==> src/rtl/mul_pkg.sv <==
// Shared types and sizing for the iterative RV32M multiplier.
// Op encoding equals funct3[1:0] so decode can pass it straight through.
package mul_pkg;

    localparam int XLEN = 32;
    localparam int ITER = 32;

    typedef enum logic [1:0] {
        MUL    = 2'b00,
        MULH   = 2'b01,
        MULHSU = 2'b10,
        MULHU  = 2'b11
    } mul_op_e;

    typedef enum logic [1:0] {
        IDLE = 2'b00,
        CALC = 2'b01,
        FIX  = 2'b10,
        DONE = 2'b11
    } mul_state_e;

endpackage

==> src/rtl/mul_unit_fa_32bit.sv <==
// 32-bit adder with carry-out; the single accumulate datapath of mul_unit.
module FA_32bit (
    input  logic [31:0] a,
    input  logic [31:0] b,
    input  logic        cin,
    output logic [31:0] sum,
    output logic        cout
);

    assign {cout, sum} = {1'b0, a} + {1'b0, b} + {32'b0, cin};

endmodule

==> src/rtl/mul_unit.sv <==
// Radix-2 shift-add multiplier for MUL/MULH/MULHSU/MULHU.
// Multiplies operand magnitudes, then restores the sign in a single fix cycle.
//
// state | meaning
// IDLE  | waiting for i_start, operands latched on start
// CALC  | 32 shift-add iterations through FA_32bit
// FIX   | conditional 64-bit negate, register o_result
// DONE  | o_done pulse, result valid
module mul_unit
    import mul_pkg::*;
(
    input  logic        i_clk,
    input  logic        i_reset,
    input  logic        i_start,
    input  logic [1:0]  i_op,
    input  logic [31:0] i_rs1,
    input  logic [31:0] i_rs2,
    output logic        o_busy,
    output logic        o_done,
    output logic [31:0] o_result
);

    mul_state_e state, next_state;
    mul_op_e    op_q;
    logic [XLEN-1:0]   mcand;
    logic [2*XLEN-1:0] prod;
    logic [2*XLEN-1:0] prod_fix;
    logic              neg;
    logic [4:0]        cnt;

    logic        sgn1, sgn2;
    logic [31:0] mag1, mag2;
    logic [31:0] add_b, add_sum;
    logic        add_c;

    // Only operands that are signed for this op contribute a sign.
    assign sgn1 = ((i_op == MULH) || (i_op == MULHSU)) && i_rs1[31];
    assign sgn2 = (i_op == MULH) && i_rs2[31];
    assign mag1 = sgn1 ? (32'd0 - i_rs1) : i_rs1;
    assign mag2 = sgn2 ? (32'd0 - i_rs2) : i_rs2;

    assign add_b    = prod[0] ? mcand : 32'd0;
    assign prod_fix = neg ? (~prod + 64'd1) : prod;

    FA_32bit u_fa (
        .a    (prod[63:32]),
        .b    (add_b),
        .cin  (1'b0),
        .sum  (add_sum),
        .cout (add_c)
    );

    always_comb begin
        next_state = state;
        o_busy     = 1'b1;
        o_done     = 1'b0;
        case (state)
            IDLE: begin
                o_busy = 1'b0;
                if (i_start) next_state = CALC;
            end
            CALC: if (cnt == 5'(ITER - 1)) next_state = FIX;
            FIX:  next_state = DONE;
            DONE: begin
                o_done     = 1'b1;
                next_state = IDLE;
            end
            default: next_state = IDLE;
        endcase
    end

    always_ff @(posedge i_clk) begin
        if (!i_reset) begin
            state    <= IDLE;
            op_q     <= MUL;
            mcand    <= '0;
            prod     <= '0;
            neg      <= 1'b0;
            cnt      <= '0;
            o_result <= '0;
        end else begin
            state <= next_state;
            case (state)
                IDLE: if (i_start) begin
                    op_q  <= mul_op_e'(i_op);
                    mcand <= mag1;
                    neg   <= sgn1 ^ sgn2;
                    prod  <= {32'd0, mag2};
                    cnt   <= '0;
                end
                CALC: begin
                    prod <= {add_c, add_sum, prod[31:1]};
                    cnt  <= cnt + 5'd1;
                end
                FIX: begin
                    prod     <= prod_fix;
                    o_result <= (op_q == MUL) ? prod_fix[31:0] : prod_fix[63:32];
                end
                default: ;
            endcase
        end
    end

endmodule

==> config.mk <==
export PLATFORM = sky130hd
export DESIGN_NAME = mul_unit
export DESIGN_NICKNAME = d
export VERILOG_FILES = /design/src/rtl/mul_pkg.sv /design/src/rtl/mul_unit_fa_32bit.sv /design/src/rtl/mul_unit.sv
export SDC_FILE = /design/constraint.sdc
export NUM_CORES = 1
export LEC_CHECK = 0
export ABC_AREA = 1
export BUFFER_PORTS_ARGS = -buffer_cell sky130_fd_sc_hd__buf_2
export CAP_MARGIN = 15
export CORE_ASPECT_RATIO = 1.75
export CORE_MARGIN = 1.5
export CORE_UTILIZATION = 49
export CTS_CLUSTER_DIAMETER = 150
export DETAILED_ROUTE_END_ITERATION = 6
export GPL_TIMING_DRIVEN = 1
export PLACE_DENSITY = 0.67
export SYNTH_ARGS = -nofsm -noshare
export SYNTH_HDL_FRONTEND = slang
export SYNTH_HIERARCHICAL = 1
export SYNTH_SLANG_ARGS = --single-unit
==> constraint.sdc <==
create_clock -name i_clk -period 3.2 [get_ports i_clk]
set_input_delay 0.16 -clock i_clk [delete_from_list [all_inputs] [get_ports i_clk]]
set_output_delay 0.16 -clock i_clk [all_outputs]
set_load 0.01 [all_outputs]
== Word-level counts from Yosys, hierarchy flattened ==
Cells that the tools add are included.
W data, S select, Z words.

* $add $sub $neg: 5
* Multiply operators: 0
* Div/mod/pow operators: 0
* Magnitude comparators: 0
* Equality and inequality tests: 8
* Shift-type cells: 0
* Multiplexer cells: 14
* Bitwise gates (word level): 2
* Reduce and logical (&&, ||, !) cells: 11

{| class="wikitable"
|+ Operator list
! operator !! count
|-
| $pmux W64 S3 || 1
|-
| $mux W32 || 4
|-
| $mux W64 || 2
|-
| $add A64 B1 Y64 const B || 1
|-
| $not A64 Y64 || 1
|-
| $sub A1 B32 Y32 const A || 2
|-
| $add A32 B32 Y33 || 1
|-
| $pmux W5 S2 || 1
|-
| $pmux W2 S4 || 1
|-
| $reduce_and A2 Y1 || 4
|-
| $eq A2 B2 Y1 const B || 3
|-
| $add A5 B1 Y5 const B || 1
|-
| $eq A5 B5 Y1 const B || 1
|-
| $mux W5 || 1
|-
| $eq A2 B1 Y1 const B || 2
|-
| $logic_not A2 Y1 || 2
|-
| $mux W2 || 2
|-
| $ne A2 B2 Y1 const B || 2
|-
| $reduce_bool A3 Y1 || 1
|-
| $logic_and A1 B1 Y1 || 2
|-
| $mux W1 || 2
|-
| $reduce_bool A2 Y1 || 1
|-
| $logic_or A1 B1 Y1 || 1
|-
| $xor A1 B1 Y1 || 1
|}

* Bits in registers: 138
* Bits in latches: 0
* Memory bits (writable): 0
* Memory bits (read-only): 0
* Output and inout port bits: 34
* Logic and storage cells: 47
* Memories kept: 0

== Logic depth before layout (Yosys ltp) ==
* Depth after elaboration: 5
* Depth in mapped cells: 20

== Cells and area by module ==
Netlist, hierarchy kept.

{| class="wikitable"
|+ By module, submodules not included
! module !! times used !! cells each !! area an instance (sq um) !! sequential area each (sq um)
|-
| mul_unit || 1 || 1837 || 10625.2 || 2762.6
|-
| FA_32bit || 1 || 505 || 2393.5 || 0.0
|}

== Least setup slack after synthesis ==
OpenSTA, ideal clock, no wires.

* Path type: register to register
* Start point: reg prod[0]
* End point: reg prod[59]
* Data arrival time: 2430 ps
* Setup slack: 634 ps
* Stages on the path, launching flop included: 21
* Buffers on the path: 2
* Clock period less this slack: 2566 ps
* Path through: dfxtp_1 > buf_6 > clkbuf_1 > nand2_1 > inv_1 > fa_1 > fa_1 > nand3_1 > nand3_1 > nand2_1 > nand2_2 > nand2_1 > nand2_2 > nand2_1 > nand2_1 > nand2_1 > nand2_1 > nand2_1 > nand2_1 > nand2_1 > a21oi_1

* Elaborated cells on any way between the ends: 6
* Classes of those cells: 2 x add/sub; 3 x mux; 1 x bitwise

{| class="wikitable"
|+ RTL lines
! element !! line !! text
|-
| start, declared || mul_unit.sv:26 || <nowiki>logic [2*XLEN-1:0] prod;</nowiki>
|-
| start signal, assigned || mul_unit.sv:88 || <nowiki>prod <= {32'd0, mag2};</nowiki>
|-
| start signal, assigned || mul_unit.sv:92 || <nowiki>prod <= {add_c, add_sum, prod[31:1]};</nowiki>
|-
| start signal, assigned || mul_unit.sv:96 || <nowiki>prod <= prod_fix;</nowiki>
|-
| $mux W32 || mul_unit.sv:42 || <nowiki>assign add_b = prod[0] ? mcand : 32'd0;</nowiki>
|-
| named net add_b[0] || mul_unit.sv:33 || <nowiki>logic [31:0] add_b, add_sum;</nowiki>
|-
| $add A32 B32 Y33 || mul_unit_fa_32bit.sv:10 || <nowiki>assign {cout, sum} = {1'b0, a} + {1'b0, b} + {32'b0, cin};</nowiki>
|-
| named net add_sum[28] || mul_unit.sv:33 ||
|-
| $pmux W64 S3 || mul_unit.sv:83 || <nowiki>case (state)</nowiki>
|}

The timed path passes the listed nets, and every way through them passes these cells.
A chain may end at the register's enable or synchronous reset.

== Final worst setup path ==
* Start point: reg prod[0]
* End point: reg prod[44]

The elaborated chain is that of the path after synthesis.

==> metrics.md <==
| Metric | Value |
|---|---|
| Syn_area_per_cell | `5.559 µm²` |
| Skew-Pair Late Insertion Delay | `0.46 ns` |
| Worst Hold Slack | `0.02275 ns` |
| Proportion of netlist area held by the largest area contributor | `23.87%` |
| Die Ht | `218.6 µm` |
| Layout cells sized above 1 | `9.286%` |
| P&R area growth vs syn | `10.97%` |
| Worst reg-to-reg path cell count | `15` |
| # clock sinks | `138` |
| Total power | `11.40 mW` |
| Maximum vdd drop | `0.4622 mV` |
| P_leak | `7.715 nW` |
| Post-CTS Setup Bufs | `0` |
| First-pass GRT wire length | `78.39 mm` |
| Core area | `0.02606 mm²` |
| Initial Utilization | `49.96%` |
| DRT Pass-1 Iters | `5` |
| Post-synth EDFFs | `0` |
| Seq/Total Area, Yosys | `21.22%` |
| CP Data Arrival Time | `3.02 ns` |
| Area leader, netlist | `nand2_1` |
| Reg2reg end | `prod[44]` |
| Max Cap Violations | `0` |
| Path category of the worst min-delay check | `in -> reg` |
| Post-CTS sizing | `0` |
| N_diodes | `0` |
| Synth unique cells | `50` |
| R2r setup slk | `0.56 ns` |
| Met1 capacity usage during global routing | `33.55%` |
| Period utilization | `82.55%` |
| Routed via count | `15248` |
| Setup tns final | `0 ns` |
| Highest net fanout along the worst path | `31` |
| Final Net Count | `2524` |
| GR Util met3 | `6.610%` |
| Max transition margin | `44.73%` |
| Flops & latches, synth | `138` |
| Post-Synthesis Cells | `2342` |
| Final min period | `2.642 ns` |
| Buffers on Ports | `102` |
| Total Wirelength | `51.78 mm` |
| Setup crit end kind | `register` |
| Setup repair after global routing missed its margin | `no` |
| WS Path Type | `reg -> reg` |
| Worst R2R Start | `prod[0]` |
| Hold Crit Depth | `3` |
| Number of DRC markers in iteration 0 | `940` |
| Pwr Density | `789.1 mW/mm²` |
| Cell with the most instances after synthesis | `nand2_1` |
| Max-slew violations | `0` |
| Worst-Margin Slew | `0.8281 ns` |
| Chip width | `126.2 µm` |
| Startpoint class of the critical path | `register` |
| Gr usage total | `37.71%` |
| Fin. Hold Viols | `0` |
| Clock transition at path regs | `0.06 ns` |
| Worst EP required | `3.58 ns` |
| Final ANT Viol Nets | `0` |
| DIE AREA | `0.02759 mm²` |
| Boundary pin count | `103` |
| GR peak layer | `met2` |
| Synth Flop Type | `dfxtp_1` |
| Longest Clk Path Bufs | `2` |
| Root Buffer | `clkbuf_16` |
| Hold endpoint | `mcand[4]` |
| Hold_sp | `i_rs1[4]` |
| Number of global-route vias before repair | `14699` |
| Fillers | `2857` |
| Gr ovfl total | `0` |
| Synthesized Nets | `2456` |
| DP HPWL | `40.92 mm` |
| Fmax | `0.3786 GHz` |
| Ys Warns | `6` |
| Routability cong. | `1.078` |
| Rows | `78` |
| Clock buffer count from CTS | `17` |
| Clk_skew | `0.009008 ns` |
| DRC viols | `0` |
| GRT met2 Usage | `69.52%` |
| Commonest cells in the netlist | `nand2_1, inv_1, nor2_1` |
| Largest net degree at the start of global routing | `92` |
| Mapped cell area | `0.01302 mm²` |
| Synth area leaders | `nand2_1, dfxtp_1, inv_1, nor2_1, nand3_1` |
| Drt wl/cell | `18.88 µm` |
| Post-synth ARST share | `0%` |
| CTS tree | `done` |
| Final setup viols | `0` |
| Status | `completed` |
| Initial antenna violation count | `0` |
| Via/cell ratio | `5.559` |
| H-tree depth | `4` |
-- power breakdown --
part	switching, mW	total (mW)	internal, mW
clock	0.817	1.93	1.11
combinational	4.79	6.80	2.01
sequential	0.497	2.68	2.18
-- final cells by class --
type,count,area (µm²),share of cell area [%]
Clock buffer,23,467.9,3.239
Clock inverter,9,91.34,0.6323
Inverter,304,1147,7.942
Multi-Input combinational cell,1817,8760,60.64
Sequential cell,138,2764,19.13
Tap cell,320,400.4,2.772
Timing Repair Buffer,132,815.8,5.647
-- repair_timing --
action / in CTS / in global routing
hold buffers: 2 / 0
hold endpoints to repair: 2 / 0
endpoints found under the setup margin: 0 / 0
-- cell families after synthesis --
family | count (synthesis) | synth area share [%]
AND/OR/NAND/NOR | 1363 | 43.20
AO/OA/AOI/OAI | 339 | 14.89
other | 1 | 0.02880
flip-flops | 138 | 21.22
adder cells (fa/ha/maj) | 45 | 4.440
buffers and inverters | 387 | 11.58
XOR/XNOR | 69 | 4.642
-- per-layer routing --
metal	share of wire (%)	up-vias
met4	12	0
li1	-	7578
met2	50	528
met1	33	6897
met3	4.8	245
met5	0	-
-- registers in the layout, indices dropped and copies added (netlist names) --
register / count
prod: 64
op_q: 2
neg: 1
mcand: 32
o_result: 32
state: 2
cnt: 5
-- worst max path at each step --
stage | start | end | slack [ns] | cells past startpoint
5_1_grt | prod[0] | prod[59] | 0.35 | 17
2_1_floorplan | prod[0] | prod[59] | 0.63 | 20
6_report | prod[0] | prod[44] | 0.56 | 15
3_3_place_gp | prod[0] | prod[59] | 0.68 | 18
3_5_place_dp | prod[0] | prod[59] | 0.63 | 17
4_1_cts | prod[0] | prod[59] | 0.61 | 17
-- cell usage in the layout (no fill, tap or decap), drive strengths merged, types with 5 or more instances in the layout --
master	instances
nand2	847
inv	301
nor2	276
nand3	166
a21oi	148
dfxtp	138
buf	130
o21ai	116
xor2	57
ha	43
nor3	31
clkbuf	23
o211ai	22
nand4	21
a31oi	18
xnor2	12
nand3b	11
o21bai	9
a311oi	7
or2	7
clkinv	7
o31ai	5
-- stage by stage --
stage | cells | util [%] | area, µm² | setup WS (ns)
finish | 2743 | 55.44 | 14450 | 0.5584
global route | 2743 | 55.44 | 14450 | 0.3485
CTS | 2743 | 55.44 | 14450 | 0.6093
detailed placement | 2709 | 53.22 | 13870 | 0.6313
global placement | 2709 | 53.22 | 13870 | 0.6776
floorplan | 2342 | - | 13020 | 0.6344
-- critical path: stages, from the launching register on --
cell and delay, ns:
dfxtp_1 0.40, buf_12 0.20, nand2_1 0.08, inv_1 0.07, ha_1 0.27, nand2_1 0.13
inv_1 0.07, nand2_1 0.07, nand2_1 0.17, a21oi_1 0.18, nand2_1 0.25, xor2_1 0.22
nand2_1 0.16, nand2_1 0.14, nand2_1 0.05, a21oi_1 0.11
Power figures use the tool's default switching activity.
